<file path="config.mk">
export PLATFORM = sky130hd
export DESIGN_NAME = fp_multiply_pipe
export DESIGN_NICKNAME = d
export VERILOG_FILES = /design/src/rtl/fp_multiply_pipe.sv
export SDC_FILE = /design/constraint.sdc
export NUM_CORES = 2
export LEC_CHECK = 0
export BUFFER_PORTS_ARGS = -buffer_cell sky130_fd_sc_hd__clkbuf_2
export CELL_PAD_IN_SITES_DETAIL_PLACEMENT = 1
export CELL_PAD_IN_SITES_GLOBAL_PLACEMENT = 1
export CORE_UTILIZATION = 51
export CTS_CLUSTER_SIZE = 24
export DETAILED_ROUTE_END_ITERATION = 16
export PLACE_DENSITY = 0.81
export SYNTH_ARGS = -nofsm -noshare
export SYNTH_HDL_FRONTEND = slang
export SYNTH_SLANG_ARGS = --single-unit
</file>
<file path="constraint.sdc">
create_clock -name clk -period 9.6 [get_ports clk]
set_clock_uncertainty 0.15 [all_clocks]
set_input_delay 1.92 -clock clk [delete_from_list [all_inputs] [get_ports clk]]
set_output_delay 1.92 -clock clk [all_outputs]
set_load 0.05 [all_outputs]
</file>
<file path="src/rtl/fp_multiply_pipe.sv">
// Pipelined IEEE-754 multiplier (unpack/classify -> significand multiply -> normalise/round/pack).
// Latency 3 cycles from accepted operands to out_valid; one result per cycle while out_ready=1.
// Backpressure: all stages stall together when out_valid & !out_ready; in_ready = !out_valid | out_ready.
//
// Ports: clk/rst_n (async active-low); in_valid/in_ready + op_a/op_b operand handshake;
//        out_valid/out_ready + result/flags result handshake, flags = {invalid, overflow, underflow, inexact, zero}.
module fp_multiply_pipe #(
    parameter int EXP_W = 8,
    parameter int MAN_W = 23,
    parameter int W     = 1 + EXP_W + MAN_W
) (
    input  logic         clk,
    input  logic         rst_n,
    input  logic         in_valid,
    output logic         in_ready,
    input  logic [W-1:0] op_a,
    input  logic [W-1:0] op_b,
    output logic         out_valid,
    input  logic         out_ready,
    output logic [W-1:0] result,
    output logic [4:0]   flags
);
    // Exponent sum is carried two bits wider than the field so it can hold
    // -bias up to twice the largest exponent plus normalise/round carries.
    localparam int EW = EXP_W + 2;
    localparam int SW = MAN_W + 1;
    localparam int PW = 2 * SW;

    localparam logic [EW-1:0]    BIAS     = EW'((1 << (EXP_W - 1)) - 1);
    localparam logic [EW-1:0]    EMAX     = EW'((1 << EXP_W) - 1);
    localparam logic [EXP_W-1:0] EXP_ONES = '1;
    localparam logic [W-1:0]     QNAN     = {1'b0, EXP_ONES, 1'b1, {(MAN_W - 1){1'b0}}};

    logic advance;
    assign advance  = !out_valid || out_ready;
    assign in_ready = advance;

    // ---------------- stage 1: unpack / classify ----------------
    logic             sa, sb;
    logic [EXP_W-1:0] ea, eb;
    logic [MAN_W-1:0] fa, fb;
    assign {sa, ea, fa} = op_a;
    assign {sb, eb, fb} = op_b;

    logic zero_a, zero_b, inf_a, inf_b, nan_a, nan_b, snan_a, snan_b;
    always_comb begin
        // Subnormals are flushed: any zero exponent classifies as zero.
        zero_a = (ea == '0);
        zero_b = (eb == '0);
        inf_a  = (ea == EXP_ONES) && (fa == '0);
        inf_b  = (eb == EXP_ONES) && (fb == '0);
        nan_a  = (ea == EXP_ONES) && (fa != '0);
        nan_b  = (eb == EXP_ONES) && (fb != '0);
        snan_a = nan_a && !fa[MAN_W-1];
        snan_b = nan_b && !fb[MAN_W-1];
    end

    logic          s1_valid, s1_sign, s1_nan, s1_snan, s1_inf, s1_zero;
    logic [EW-1:0] s1_esum;
    logic [SW-1:0] s1_ma, s1_mb;

    // ---------------- stage 2: significand multiply ----------------
    logic          s2_valid, s2_sign, s2_nan, s2_snan, s2_inf, s2_zero;
    logic [EW-1:0] s2_esum;
    logic [PW-1:0] s2_prod;

    // ---------------- stage 3: normalise / round / pack ----------------
    logic [PW-2:0]  norm;
    logic [MAN_W-1:0] frac_t;
    logic           guard, sticky, rnd_up;
    logic [MAN_W:0] frac_r;
    logic [EW-1:0]  esum_f;
    logic           ovf, unf;
    logic [W-1:0]   res_c;
    logic [4:0]     flg_c;

    always_comb begin
        // Product of two [1,2) significands lies in [1,4); align so the
        // leading one sits just above bit 2*MAN_W of norm.
        norm   = s2_prod[PW-1] ? s2_prod[PW-2:0] : {s2_prod[PW-3:0], 1'b0};
        frac_t = norm[2*MAN_W:MAN_W+1];
        guard  = norm[MAN_W];
        sticky = |norm[MAN_W-1:0];
        rnd_up = guard && (sticky || frac_t[0]);
        // A carry out of the fraction leaves its low bits all zero, which is
        // exactly the renormalised 1.000... significand.
        frac_r = {1'b0, frac_t} + SW'(rnd_up);
        esum_f = s2_esum + EW'(s2_prod[PW-1]) + EW'(frac_r[MAN_W]);
        ovf    = !esum_f[EW-1] && (esum_f >= EMAX);
        unf    = esum_f[EW-1] || (esum_f == '0);

        res_c = {s2_sign, esum_f[EXP_W-1:0], frac_r[MAN_W-1:0]};
        flg_c = {3'b000, guard || sticky, 1'b0};
        if (s2_nan || (s2_inf && s2_zero)) begin
            // inf x zero is always invalid; a NaN operand only when signalling.
            res_c = QNAN;
            flg_c = {s2_snan || !s2_nan, 4'b0000};
        end else if (s2_inf) begin
            res_c = {s2_sign, EXP_ONES, {MAN_W{1'b0}}};
            flg_c = 5'b00000;
        end else if (s2_zero) begin
            res_c = {s2_sign, {(W - 1){1'b0}}};
            flg_c = 5'b00001;
        end else if (ovf) begin
            res_c = {s2_sign, EXP_ONES, {MAN_W{1'b0}}};
            flg_c = 5'b01010;
        end else if (unf) begin
            res_c = {s2_sign, {(W - 1){1'b0}}};
            flg_c = 5'b00111;
        end
    end

    // Control and visible outputs: cleared by reset.
    always_ff @(posedge clk or negedge rst_n) begin
        if (!rst_n) begin
            s1_valid  <= 1'b0;
            s2_valid  <= 1'b0;
            out_valid <= 1'b0;
            result    <= '0;
            flags     <= '0;
        end else if (advance) begin
            s1_valid  <= in_valid;
            s2_valid  <= s1_valid;
            out_valid <= s2_valid;
            if (s2_valid) begin
                result <= res_c;
                flags  <= flg_c;
            end
        end
    end

    // Datapath registers: qualified by the stage valid bits, no reset needed.
    always_ff @(posedge clk) begin
        if (advance) begin
            if (in_valid) begin
                s1_sign <= sa ^ sb;
                s1_esum <= EW'(ea) + EW'(eb) - BIAS;
                s1_ma   <= {1'b1, fa};
                s1_mb   <= {1'b1, fb};
                s1_nan  <= nan_a || nan_b;
                s1_snan <= snan_a || snan_b;
                s1_inf  <= inf_a || inf_b;
                s1_zero <= zero_a || zero_b;
            end
            if (s1_valid) begin
                s2_sign <= s1_sign;
                s2_esum <= s1_esum;
                s2_prod <= PW'(s1_ma) * PW'(s1_mb);
                s2_nan  <= s1_nan;
                s2_snan <= s1_snan;
                s2_inf  <= s1_inf;
                s2_zero <= s1_zero;
            end
        end
    end
endmodule
</file>
Word level (Yosys, flattened, before mapping) --
Index checks and enable logic that the tools add are counted.
Operators by class: $add $sub $neg 5, multiply operators 1, magnitude comparators 1, equal/unequal tests 2, mux-type cells 11, bitwise operators 1, reduce and logical (&&, ||, !) cells 35
Operator list (count):
- two-way mux 31 bit | 4
- multiplier 24 x 24 -> 48 bit | 1
- two-way mux 47 bit | 1
- zero test 23 bit | 2
- nonzero test 23 bit | 2
- two-way mux 32 bit | 1
- adder 23 x 1 -> 24 bit | 1
- OR reduction 23 bit | 1
- adder 10 x 1 -> 10 bit | 2
- equality test 8 bit, second input constant | 2
- zero test 8 bit | 2
- two-way mux 4 bit | 3
- greater-or-equal comparator 10 x 8 -> 1 bit, second input constant | 1
- zero test 10 bit | 1
- logical OR 1 bit | 10
- subtractor 9 x 7 -> 10 bit, second input constant | 1
- adder 8 x 8 -> 9 bit | 1
- logical AND 1 bit | 9
- AND reduction 2 bit | 3
- zero test 1 bit | 5
- two-way mux 5 bit | 1
- two-way mux 3 bit | 1
- bitwise XOR 1 bit | 1
Storage, ports and cells: register bits after elaboration 164, bits of input ports 68, output and inout bits 39

Logic depth before layout (Yosys ltp) --
depth in word-level cells 13, depth in mapped cells 28

Worst setup path after synthesis --
Ideal clock, no wire load.
path kind reg2reg, from reg s1_ma[17], to reg s2_prod[47], data pin, arrival time 6.464 ns, required time 9.170 ns, path slack 2.706 ns, stages on the path, launching flop included 26, clock period less this slack 6.894 ns, path through edfxtp_1 -> clkbuf_1 -> nand2_1 -> fa_1 -> inv_1 -> fa_1 -> inv_1 -> fa_1 -> fa_1 -> inv_1 -> fa_1 -> fa_1 -> inv_1 -> fa_1 -> inv_1 -> ha_1 -> clkbuf_1 -> nand2_1 -> nor3_1 -> and2_1 -> o31ai_1 -> a2111oi_1 -> o21ai_1 -> a21oi_1 -> nand3b_1 -> o211ai_1
Between the ends: cells in the longest elaborated chain, start to end 1
RTL lines:
- start: declaration | RTL line 60 | logic [SW-1:0] s1_ma, s1_mb;
- start signal: assignment | RTL line 138 | s1_ma <= {1'b1, fa};
- multiplier 24 x 24 -> 48 bit | RTL line 148 | s2_prod <= PW'(s1_ma) * PW'(s1_mb);
- end signal: assignment | RTL line 148
- end: declaration | RTL line 65 | logic [PW-1:0] s2_prod;
Every way passes these cells. A chain may end at the register's enable or synchronous reset.

Final worst setup path --
from reg s1_ma[8], to reg s2_prod[47], data pin
The elaborated chain is that of the path after synthesis.

==> summary.txt <==
Outcome
  – Status: complete, no violations

Yosys
  – Gate Count Post-Synth: 2705
  – Unique cell type count in the Yosys netlist: 77
  – Leading area contributor after synthesis: fa_1
  – Post-synth EDFFs: 124
  – Top-area cell type share of the netlist area: 0.371
  – Simple-gate share of the synthesized area: 0.152
  – Syn_nets: 3448
  – Top cells by area, synth: fa_1, edfxtp_1, ha_1
  – Async set or reset register ratio after synthesis: 0.244
  – Syn Std Cell Area: 26100 um2
  – Largest family of logic cells by synthesized area: adder cells
  – Post-Syn Area per Cell: 9.64 um2
  – Synth Register Bits: 164
  – Post-synthesis compound-gate area fraction: 0.0616
  – Yosys warning total: 0
  – Multiplexer area fraction after synthesis: 0.00753
  – Ys flop type: edfxtp_1
  – Seq/Total Area, Yosys: 0.181
  – Adder-cell share of the synthesized area: 0.463
  – Xor and xnor area share after synthesis: 0.0289

Worst setup path
  – Crit. End Element: flop
  – CP Data Arrival Time: 8.81 ns
  – Critical path class: flop to flop
  – Worst EP required: 9.67 ns
  – CP max FO: 20
  – Crit start category: flop

Global routing
  – Number of antenna violations at the first check in global routing: 1
  – First-pass GRT wire length: 128 mm
  – All-Layer GR Usage: 0.327
  – GRT overflow: 0
  – Largest net degree at the start of global routing: 64
  – Vias in the first global route: 22000

Drt
  – DR vias: 19300
  – Post-route DRC: 0
  – Drt wl/cell: 23.9 um
  – Vias per cell: 5.64
  – Routed WL: 81.7 mm
  – Routed Antenna Nets: 0
  – Drt pass-1 iters: 5
  – Initial DRC count: 1256

Clock network
  – # resized after CTS: 0
  – Bufs on Longest Clock Path: 2
  – Postcts setup bufs: 0
  – Clock sinks: 164
  – Hold Buf Count CTS: 0
  – CTS tree: done
  – CTS clk-pin slew, worst paths: 0.10 ns
  – CTS Root Cell: clkbuf_16
  – H-tree levels: 4
  – Clk_lat worst skew: 0.51 ns
  – CTS buffer count: 17

Finish
  – Commonest non-fill, non-tap cell in the layout: inv_1
  – Most frequent cells in the layout: inv_1, fa_1, nand2_1, and2_1, ha_1
  – Inserted Diodes: 0
  – Layout Utilization: 0.554
  – Area Overhead vs Synth: 6.71%
  – Layout Cells excl Fill: 3425
  – Nets: 3483
  – Layout cells sized above 1: 0.0694

STA
  – Least-Margin Pin Slew: 1.38 ns
  – # setup viols final: 0
  – TNS Setup: 0 ns
  – RSZ-0062 raised after global routing: no
  – Fmax: 0.114 GHz
  – Period minus WS final: 8.74 ns
  – Hold_ws: 0.274 ns
  – Final Slew Violations: 0
  – Slew HR: 0.0776
  – Final hold violations: 0
  – Crit share post-route: 0.910

Floorplanning
  – Starting Density: 0.519
  – Die extent in x: 228 um
  – Core Box Area: 50300 um2
  – I/O pins: 107
  – Die height: 228 um
  – Die area: 52100 um2
  – Site Rows: 82

Placement
  – Port Buffers: 106
  – Routability cong.: 0.939
  – # placed instances: 3393
  – DP HPWL: 64.3 mm

Run
  – Max-Cap Viols: 0

Min path
  – Min-delay worst type: flop to flop
==> kinds of logic (layout without fill, tap and decap cells) <==
family / count (synthesis) / after routing
AND/OR/NAND/NOR: 796 / 796
multiplexers: 19 / 19
adder cells (fa/ha/maj): 675 / 675
flip-flops: 164 / 164
XOR/XNOR: 86 / 86
AO/OA/AOI/OAI: 235 / 235
buffers and inverters: 730 / 778
==> final timing paths <==
check                            from          end  slack [ns]  cells after the start
setup reg to reg             s1_ma[8]  s2_prod[47]        0.86                     25
max in group asynchronous       rst_n   result[18]        7.25                      1
min in group asynchronous       rst_n     flags[0]        1.42                      1
setup / recovery             s1_ma[8]  s2_prod[47]        0.86                     25
hold reg to reg            s1_esum[5]   s2_esum[5]        0.27                      0
hold / removal             s1_esum[5]   s2_esum[5]        0.27                      0
==> layout make-up <==
cell class                      count  area (um2)
Multi-Input combinational cell   1811       18600
Clock inverter                     15         206
Timing Repair Buffer              134         741
Inverter                          612        2300
Tap cell                          672         841
Sequential cell                   164        4720
Fill cell                        5727       22400
Clock buffer                       17         425
==> sequential cells by signal, indices dropped and copies added (netlist names) <==
name / cells
s2_prod: 48
result: 32
s1_ma: 23
s1_mb: 23
s1_esum: 10
s2_esum: 10
flags: 5
out_valid: 1
s1_inf: 1
s1_nan: 1
s1_sign: 1
s1_snan: 1
s1_valid: 1
s1_zero: 1
s2_inf: 1
s2_nan: 1
s2_sign: 1
s2_snan: 1
s2_valid: 1
s2_zero: 1
==> stage by stage <==
stage	worst slack (ns)	cell area, um2
floorplan	2.71	26100
global placement	1.18	27200
detailed placement	1.03	27200
CTS	0.992	27800
global route	0.593	27800
finish	0.862	27800
==> critical path, stage by stage (launching register included) <==
cell	delay [ns]
edfxtp_1	1.07
inv_1	0.50
nor2_1	0.24
fa_1	0.47
fa_1	0.53
inv_1	0.05
fa_1	0.47
inv_1	0.05
fa_1	0.50
inv_1	0.06
fa_1	0.53
inv_1	0.05
fa_1	0.47
inv_1	0.05
fa_1	0.57
inv_1	0.07
ha_1	0.38
nand2_1	0.11
nor3_1	0.58
and2_1	0.22
o31ai_1	0.17
a2111oi_1	0.54
o21ai_1	0.18
a21oi_1	0.21
nand3b_1	0.13
o211ai_1	0.09
==> cell usage after synthesis (33+ instances only) <==
master      n
a21oi_1    59
and2_1    245
clkbuf_1  109
dfrtp_1    40
edfxtp_1  124
fa_1      484
ha_1      191
inv_1     609
nand2_1   338
nor2_1     84
o21ai_0    36
xnor2_1    53
xor2_1     33
==> layer usage <==
metal,vias up,global-route usage,part of all wire
li1,8334,-,-
met1,10100,0.430,0.42
met2,701,0.540,0.48
met3,178,0.0520,0.063
met4,2,0.134,0.041
met5,-,0,0.00013
Power is left out: the tool's default activity adds up to more than one toggle a clock period on the data nets, which glitch-free logic cannot reach.
